`src/rtl/clock_pkg.sv`:
```
// Shared types, constants and wrap helpers for the clock_alarm core.
package clock_pkg;

    localparam logic [2:0] KEY_S1 = 3'd1;
    localparam logic [2:0] KEY_S2 = 3'd2;
    localparam logic [2:0] KEY_S3 = 3'd3;
    localparam logic [2:0] KEY_S4 = 3'd4;

    typedef enum logic [1:0] {
        ST_RUN,
        ST_SET_TIME,
        ST_SET_ALARM
    } state_e;

    typedef enum logic [1:0] {
        FLD_SEC,
        FLD_MIN,
        FLD_HOUR
    } field_e;

    localparam logic [2:0] LED_IDLE  = 3'b111;
    localparam logic [2:0] LED_SEC   = 3'b110;
    localparam logic [2:0] LED_MIN   = 3'b101;
    localparam logic [2:0] LED_HOUR  = 3'b011;
    localparam logic [2:0] LED_BLINK = 3'b000;

    localparam logic [5:0] MAX_MS = 6'd59;
    localparam logic [4:0] MAX_HR = 5'd23;

    localparam int DATA_W   = 21;
    localparam int SEC_LSB  = 0;
    localparam int MIN_LSB  = 7;
    localparam int HOUR_LSB = 14;

    function automatic logic [5:0] ms_inc(input logic [5:0] v);
        return (v >= MAX_MS) ? 6'd0 : v + 6'd1;
    endfunction

    function automatic logic [5:0] ms_dec(input logic [5:0] v);
        return (v == 6'd0) ? MAX_MS : v - 6'd1;
    endfunction

    function automatic logic [4:0] hr_inc(input logic [4:0] v);
        return (v >= MAX_HR) ? 5'd0 : v + 5'd1;
    endfunction

    function automatic logic [4:0] hr_dec(input logic [4:0] v);
        return (v == 5'd0) ? MAX_HR : v - 5'd1;
    endfunction

    function automatic logic [2:0] field_led(input field_e f);
        case (f)
            FLD_SEC: return LED_SEC;
            FLD_MIN: return LED_MIN;
            default: return LED_HOUR;
        endcase
    endfunction

endpackage

```
`src/rtl/clock_alarm_tick_div.sv`:
```
// Seconds prescaler: one-cycle tick every TICK_DIV clocks, count held at 0 by hold_i.
module tick_div #(
    parameter int TICK_DIV = 50_000_000
) (
    input  logic clk_i,
    input  logic rst_i,
    input  logic hold_i,
    output logic tick_o
);

    localparam int W = (TICK_DIV > 1) ? $clog2(TICK_DIV) : 1;
    localparam logic [W-1:0] LAST = W'(TICK_DIV - 1);

    logic [W-1:0] cnt_q, cnt_d;

    assign tick_o = !hold_i && (cnt_q == LAST);

    always_comb begin
        cnt_d = cnt_q + W'(1);
        if (hold_i || tick_o) begin
            cnt_d = '0;
        end
    end

    always_ff @(posedge clk_i) begin
        if (rst_i) begin
            cnt_q <= '0;
        end else begin
            cnt_q <= cnt_d;
        end
    end

endmodule

```
`src/rtl/clock_alarm.sv`:
```
// 24-hour time-of-day core with settable alarm, snooze and 12/24h display.
module clock_alarm
    import clock_pkg::*;
#(
    parameter int TICK_DIV   = 50_000_000,
    parameter int RING_SEC   = 60,
    parameter int SNOOZE_MIN = 5
) (
    input  logic              clk,
    input  logic              rst,
    input  logic [2:0]        key_val,
    input  logic              mode_12h,
    output logic [DATA_W-1:0] data,
    output logic [2:0]        led,
    output logic              pm,
    output logic              alarm_en,
    output logic              ring
);

    state_e     state_q, state_d;
    field_e     field_q, field_d;
    logic [5:0] sec_q, sec_d, min_q, min_d;
    logic [4:0] hour_q, hour_d;
    logic [5:0] al_min_q, al_min_d;
    logic [4:0] al_hour_q, al_hour_d;
    logic       en_q, en_d, ring_q, ring_d;
    logic [7:0] ring_cnt_q, ring_cnt_d;
    logic       snz_q, snz_d;
    logic [5:0] snz_min_q, snz_min_d;
    logic [4:0] snz_hour_q, snz_hour_d;

    logic       tick, hold;
    logic [5:0] t_sec, t_min, tgt_min;
    logic [4:0] t_hour, tgt_hour;
    logic       hit_alarm, hit_snz, match, ringing;

    assign hold = (state_q == ST_SET_TIME);

    tick_div #(
        .TICK_DIV(TICK_DIV)
    ) u_tick (
        .clk_i (clk),
        .rst_i (rst),
        .hold_i(hold),
        .tick_o(tick)
    );

    // time as it will be after this edge's tick
    always_comb begin
        t_sec  = sec_q;
        t_min  = min_q;
        t_hour = hour_q;
        if (tick) begin
            t_sec = ms_inc(sec_q);
            if (sec_q == MAX_MS) begin
                t_min = ms_inc(min_q);
                if (min_q == MAX_MS) begin
                    t_hour = hr_inc(hour_q);
                end
            end
        end
    end

    always_comb begin
        tgt_hour = t_hour;
        tgt_min  = t_min + 6'(SNOOZE_MIN);
        if (t_min >= 6'(60 - SNOOZE_MIN)) begin
            tgt_min  = t_min - 6'(60 - SNOOZE_MIN);
            tgt_hour = hr_inc(t_hour);
        end
    end

    assign hit_alarm = (t_min == al_min_q) && (t_hour == al_hour_q);
    assign hit_snz   = snz_q && (t_min == snz_min_q) && (t_hour == snz_hour_q);
    assign match     = tick && (t_sec == 6'd0) && en_q
                       && (state_q != ST_SET_TIME) && (hit_alarm || hit_snz);
    assign ringing   = ring_q || match;

    always_comb begin
        state_d    = state_q;
        field_d    = field_q;
        sec_d      = t_sec;
        min_d      = t_min;
        hour_d     = t_hour;
        al_min_d   = al_min_q;
        al_hour_d  = al_hour_q;
        en_d       = en_q;
        ring_d     = ring_q;
        ring_cnt_d = ring_cnt_q;
        snz_d      = snz_q;
        snz_min_d  = snz_min_q;
        snz_hour_d = snz_hour_q;

        if (match) begin
            ring_d     = 1'b1;
            ring_cnt_d = 8'(RING_SEC);
            if (hit_snz) begin
                snz_d = 1'b0;
            end
        end else if (tick && ring_q) begin
            ring_cnt_d = ring_cnt_q - 8'd1;
            if (ring_cnt_q <= 8'd1) begin
                ring_d = 1'b0;
            end
        end

        case (state_q)
            ST_RUN: begin
                if (ringing && key_val == KEY_S1) begin
                    ring_d     = 1'b0;
                    snz_d      = 1'b1;
                    snz_min_d  = tgt_min;
                    snz_hour_d = tgt_hour;
                end else if (ringing && key_val == KEY_S4) begin
                    ring_d = 1'b0;
                    snz_d  = 1'b0;
                end else begin
                    case (key_val)
                        KEY_S1: begin
                            en_d = !en_q;
                            if (en_q) begin
                                ring_d = 1'b0;
                                snz_d  = 1'b0;
                            end
                        end
                        KEY_S2: begin
                            state_d = ST_SET_TIME;
                            field_d = FLD_SEC;
                        end
                        KEY_S3: begin
                            state_d = ST_SET_ALARM;
                            field_d = FLD_MIN;
                        end
                        default: ;
                    endcase
                end
            end
            ST_SET_TIME: begin
                case (key_val)
                    KEY_S2: begin
                        case (field_q)
                            FLD_SEC: field_d = FLD_MIN;
                            FLD_MIN: field_d = FLD_HOUR;
                            default: field_d = FLD_SEC;
                        endcase
                    end
                    KEY_S3: begin
                        case (field_q)
                            FLD_SEC: sec_d  = ms_inc(sec_q);
                            FLD_MIN: min_d  = ms_inc(min_q);
                            default: hour_d = hr_inc(hour_q);
                        endcase
                    end
                    KEY_S1: begin
                        case (field_q)
                            FLD_SEC: sec_d  = ms_dec(sec_q);
                            FLD_MIN: min_d  = ms_dec(min_q);
                            default: hour_d = hr_dec(hour_q);
                        endcase
                    end
                    KEY_S4: state_d = ST_RUN;
                    default: ;
                endcase
            end
            ST_SET_ALARM: begin
                case (key_val)
                    KEY_S2: field_d = (field_q == FLD_MIN) ? FLD_HOUR : FLD_MIN;
                    KEY_S3: begin
                        if (field_q == FLD_MIN) al_min_d = ms_inc(al_min_q);
                        else al_hour_d = hr_inc(al_hour_q);
                    end
                    KEY_S1: begin
                        if (field_q == FLD_MIN) al_min_d = ms_dec(al_min_q);
                        else al_hour_d = hr_dec(al_hour_q);
                    end
                    KEY_S4: state_d = ST_RUN;
                    default: ;
                endcase
            end
            default: state_d = ST_RUN;
        endcase
    end

    always_ff @(posedge clk) begin
        if (rst) begin
            state_q    <= ST_RUN;
            field_q    <= FLD_SEC;
            sec_q      <= '0;
            min_q      <= '0;
            hour_q     <= '0;
            al_min_q   <= '0;
            al_hour_q  <= '0;
            en_q       <= 1'b0;
            ring_q     <= 1'b0;
            ring_cnt_q <= '0;
            snz_q      <= 1'b0;
            snz_min_q  <= '0;
            snz_hour_q <= '0;
        end else begin
            state_q    <= state_d;
            field_q    <= field_d;
            sec_q      <= sec_d;
            min_q      <= min_d;
            hour_q     <= hour_d;
            al_min_q   <= al_min_d;
            al_hour_q  <= al_hour_d;
            en_q       <= en_d;
            ring_q     <= ring_d;
            ring_cnt_q <= ring_cnt_d;
            snz_q      <= snz_d;
            snz_min_q  <= snz_min_d;
            snz_hour_q <= snz_hour_d;
        end
    end

    logic [5:0] disp_sec, disp_min;
    logic [4:0] disp_hour, shown_hour;

    always_comb begin
        disp_sec  = sec_q;
        disp_min  = min_q;
        disp_hour = hour_q;
        if (state_q == ST_SET_ALARM) begin
            disp_sec  = 6'd0;
            disp_min  = al_min_q;
            disp_hour = al_hour_q;
        end
        pm         = (disp_hour >= 5'd12);
        shown_hour = disp_hour;
        if (mode_12h) begin
            if (disp_hour == 5'd0) shown_hour = 5'd12;
            else if (disp_hour > 5'd12) shown_hour = disp_hour - 5'd12;
        end
        data = '0;
        data[SEC_LSB +: 6]  = disp_sec;
        data[MIN_LSB +: 6]  = disp_min;
        data[HOUR_LSB +: 5] = shown_hour;
    end

    // ringing blinks all LEDs with the seconds, over any field indication
    always_comb begin
        case (state_q)
            ST_RUN:  led = LED_IDLE;
            default: led = field_led(field_q);
        endcase
        if (ring_q) begin
            led = sec_q[0] ? LED_IDLE : LED_BLINK;
        end
    end

    assign alarm_en = en_q;
    assign ring     = ring_q;

endmodule

```
`config.mk`:
```
export PLATFORM = sky130hd
export DESIGN_NAME = clock_alarm
export DESIGN_NICKNAME = d
export VERILOG_FILES = /design/src/rtl/clock_pkg.sv /design/src/rtl/clock_alarm_tick_div.sv /design/src/rtl/clock_alarm.sv
export SDC_FILE = /design/constraint.sdc
export NUM_CORES = 1
export LEC_CHECK = 0
export BUFFER_PORTS_ARGS = -buffer_cell sky130_fd_sc_hd__buf_4
export CORE_MARGIN = 5
export CORE_UTILIZATION = 30
export DETAILED_ROUTE_END_ITERATION = 16
export GPL_TIMING_DRIVEN = 0
export PLACE_DENSITY_LB_ADDON = 0.3
export SKIP_LAST_GASP = 1
export SYNTH_ARGS = -nofsm -noshare
export SYNTH_HDL_FRONTEND = slang
export SYNTH_HIERARCHICAL = 1
export SYNTH_SLANG_ARGS = --single-unit
export TNS_END_PERCENT = 10
```
`constraint.sdc`:
```
create_clock -name clk -period 4.3 [get_ports clk]
set_input_delay 0.86 -clock clk [delete_from_list [all_inputs] [get_ports clk]]
set_output_delay 0.86 -clock clk [all_outputs]
set_load 0.02 [all_outputs]
```
==> reports/metrics.yaml <==
power_and_ir_drop:
  clkPwrFrac_pct: 44.1
  combPwrFrac_pct: 15.3
  intPower_mw: 1.37
  power_mw: 1.90
  p_leak_nw: 2.62
  p_seq_share_pct: 40.6
  swShare_pct: 27.7
  vdd_drop_max_mv: 0.178
  p_sw_mw: 0.526
  power_density_nw_per_um2: 262
final_layout:
  flow.area_growth_from_synthesis_pct: 16.5
  nFillCells: 2185
  finalInstanceArea_um2: 7260
  seq_area_um2: 1600
  fin_nets: 920
  drive_gt1_share_pct: 11.4
  postLayoutCoreUtil_pct: 35.6
  diodes: 0
  multi_input_area_um2: 4340
logic_synthesis:
  yosys_register_bits: 80
  ys_types: 79
  synth_edf_count: 0
  async_flop_share_pct: 0
  avgSynthCellArea_um2: 7.44
  synthCells: 837
  mappedNetlistArea_um2: 6230
  yosysWarnings: 6
  seq_area_frac_synth_pct: 25.7
  synth_flop_cell: "dfxtp_1"
floorplanning:
  initial_utilization_pct: 30.6
  die_h_um: 154
  rows: 52
  die_x_um: 154
  coreArea_um2: 20400
  pin_count: 33
  dieArea_um2: 23700
setup_path:
  crit_path_end_kind: "flip-flop"
  critPathBufInv: 4
  crit_required_ns: 4.59
  crit_chain: "ha_4 > and3_2 > nand3_2 > nor4_4 > buf_4 > nand4b_4 > nor4_4 > buf_6 > buf_4 > mux2_4 > xnor2_1 > a2111oi_2 > nand4_1 > a21boi_4 > buf_4 > mux2_2 > nor2_1"
  cpMostUsedCell: "buf_4"
  cp_max_fo: 8
  ff2ff_path_depth: 17
  cp_top_family: "simple AND/OR/NAND/NOR gates"
  critical_path_class: "reg -> reg"
  slowest_delay_ns: 0.38
  cp_slowest_cell: "dfxtp_2"
  r2r_slack_ns: 0.23
  critPathArrivalTime_ns: 4.36
  critPathLaunchType: "flip-flop"
  rr_endpoint: "snz_min_q[0]"
  reg2reg_from: "u_tick/cnt_q[0]"
status:
  status: "finished, final reports clean"
global_route:
  grt_pass1_vias: 5894
  antenna_found_initial: 0
  groute.usage.overall_pct: 16.0
  grt_max_degree: 13
  grt_pass1_wl_um: 30800
  overflow: 0
detailed_routing:
  drt-vias-per-instance: 5.46
  antenna_left: 0
  route.vias.total: 6346
  drc: 0
  drtPass1Iterations: 5
  drt_iter0_drc: 456
  wl_um: 19300
  wl_per_cell_um: 16.6
min_path:
  whs_path_depth: 1
  hold_start: "u_tick/cnt_q[0]"
  hp-class: "reg -> reg"
  holdPathEnd: "u_tick/cnt_q[0]"
placed_design:
  post-dp-hpwl_um: 14200
  post_dp_cell_area_um2: 6790
  numPortBuffers: 27
  gp_congestion: 0.911
  post-place-ws_ns: -0.999
clock_tree:
  root_buffer: "clkbuf_16"
  htree_levels: 3
  cts_tree: "built"
  numCtsBuffers: 9
  holdBufCountCts: 0
  clock_sinks: 80
  clk_pin_slew_ns: 0.06
  worstSkewPairLatency_ns: 0.36
  clockBufferDepth: 2
sta:
  setup_violations: 0
  fin_crit_ns: 4.07
  tns_ns: 0
  worstMarginPinSlew_ns: 0.949
  max_clock_freq_mhz: 246
  report.final.hold_viol_count: 0
  worst_slack_ns: 0.233
  skew_ns: 0.00758
  fin_crit_sh_pct: 94.6
  final_max_slew_viol_count: 0
  slew_headroom_pct: 36.5
flow_run:
  cap_violations: 0
-- cells in the mapped netlist (13+ instances only) --
library cell,n,share of area [%]
and3_1,15,1.5
xnor2_1,37,5.2
ha_1,25,5.0
nand3_1,32,2.6
o21ai_0,57,4.6
dfxtp_1,80,26
a21oi_1,70,5.6
mux2i_1,13,2.1
xor2_1,16,2.3
nor3_1,32,2.6
inv_1,39,2.4
nand4_1,15,1.5
nand2_1,58,3.5
a31oi_1,13,1.3
clkbuf_1,36,2.2
nor2_1,103,6.2
a211oi_1,18,2.2
-- worst max-delay path by stage --
stage,startpoint,endpoint,slack [ns],depth (start not counted)
4_1_cts,u_tick/cnt_q[0],snz_hour_q[4],0.02,18
6_report,u_tick/cnt_q[0],snz_min_q[0],0.23,17
2_1_floorplan,u_tick/cnt_q[0],snz_min_q[2],0.22,14
5_1_grt,u_tick/cnt_q[0],snz_min_q[0],-0.003,17
3_5_place_dp,u_tick/cnt_q[0],snz_min_q[4],-1.0,14
3_3_place_gp,u_tick/cnt_q[9],snz_min_q[3],-0.99,13
-- worst register-to-register path, stage by stage (launching register included) --
cell and delay (ns):
dfxtp_2 0.38, ha_4 0.16, and3_2 0.23, nand3_2 0.12
nor4_4 0.26, buf_4 0.19, nand4b_4 0.18, nor4_4 0.18
buf_6 0.18, buf_4 0.13, mux2_4 0.35, xnor2_1 0.18
a2111oi_2 0.38, nand4_1 0.29, a21boi_4 0.24, buf_4 0.15
mux2_2 0.32, nor2_1 0.07
-- layer usage --
layer	wire [um]	vias up	GRT usage (%)	share of wire [%]
li1	-	3131	-	-
met1	8760	2965	20.8	45
met2	8800	205	25.4	46
met3	1110	45	3.91	5.8
met4	626	0	6.18	3.2
met5	0	-	0	0
-- flip-flops by register name, indices dropped and copies added, names as in the netlist --
| signal | flops |
|---|---|
| ring_cnt_q | 8 |
| field_q | 2 |
| al_min_q | 6 |
| al_hour_q | 5 |
| ring | 1 |
| u_tick/cnt_q | 26 |
| snz_min_q | 6 |
| min_q | 6 |
| sec_q | 6 |
| snz_hour_q | 5 |
| snz_q | 1 |
| hour_q | 5 |
| state_q | 2 |
| alarm_en | 1 |
-- area by class of cell --
type,instances,area share [%]
plain buffers,50,3.09
clock buffers,11,3.35
clock inverters,3,0.931
inverters,39,2.02
multi-input cells,671,59.9
flip-flops and latches,80,22.1
well taps,270,4.66
repair buffers,38,3.98
-- metrics by stage --
step	hold slack [ns]	cells
global placement	0.454	1137
CTS	0.481	1159
global route	0.499	1162
floorplan	0.438	840
finish	0.476	1162
detailed placement	0.467	1137
-- what timing repair did --
action                     4_1_cts  5_1_grt
gates resized for setup          5       13
cloned                           0        0
setup endpoints to repair       22       14
buffers inserted                 8        3
pin swaps                        4        3
-- cells in the final DEF, fill, tap and decap left out, types with 7 or more instances in the layout --
cell	count
nor2_1	103
dfxtp_1	78
a21oi_1	70
nand2_1	58
o21ai_0	57
buf_4	42
inv_1	39
xnor2_1	37
clkbuf_1	36
nor3_1	32
nand3_1	31
ha_1	24
a211oi_1	18
xor2_1	16
nand4_1	15
and3_1	14
a31oi_1	13
mux2i_1	11
or3_1	11
nor2b_1	10
clkbuf_16	9
buf_2	7
and2_1	7
or4_1	7
-- power by group through the flow --
stage          registers [mW]  clock network (mW)  logic (mW)
2_1_floorplan           0.782                   0       0.196
3_3_place_gp            0.785                   0       0.279
3_5_place_dp            0.786                   0       0.279
4_1_cts                 0.769               0.857       0.286
5_1_grt                 0.774               0.885       0.318
6_report                0.772               0.837       0.290
-- kinds of logic (layout without fill, tap and decap cells) --
| group | after synthesis | in the layout | share of synthesized area, % |
|---|---|---|---|
| xor gates and xnor gates | 53 | 53 | 7.45 |
| AOI/OAI and AO/OA | 236 | 236 | 24.7 |
| muxes | 20 | 20 | 3.42 |
| DFF | 80 | 80 | 25.7 |
| other | 1 | 4 | 0.0602 |
| buffers and inverters | 89 | 141 | 5.93 |
| adders and majority gates | 26 | 26 | 5.18 |
| and+or+nand+nor | 332 | 332 | 27.5 |
Power figures use the tool's default switching activity.
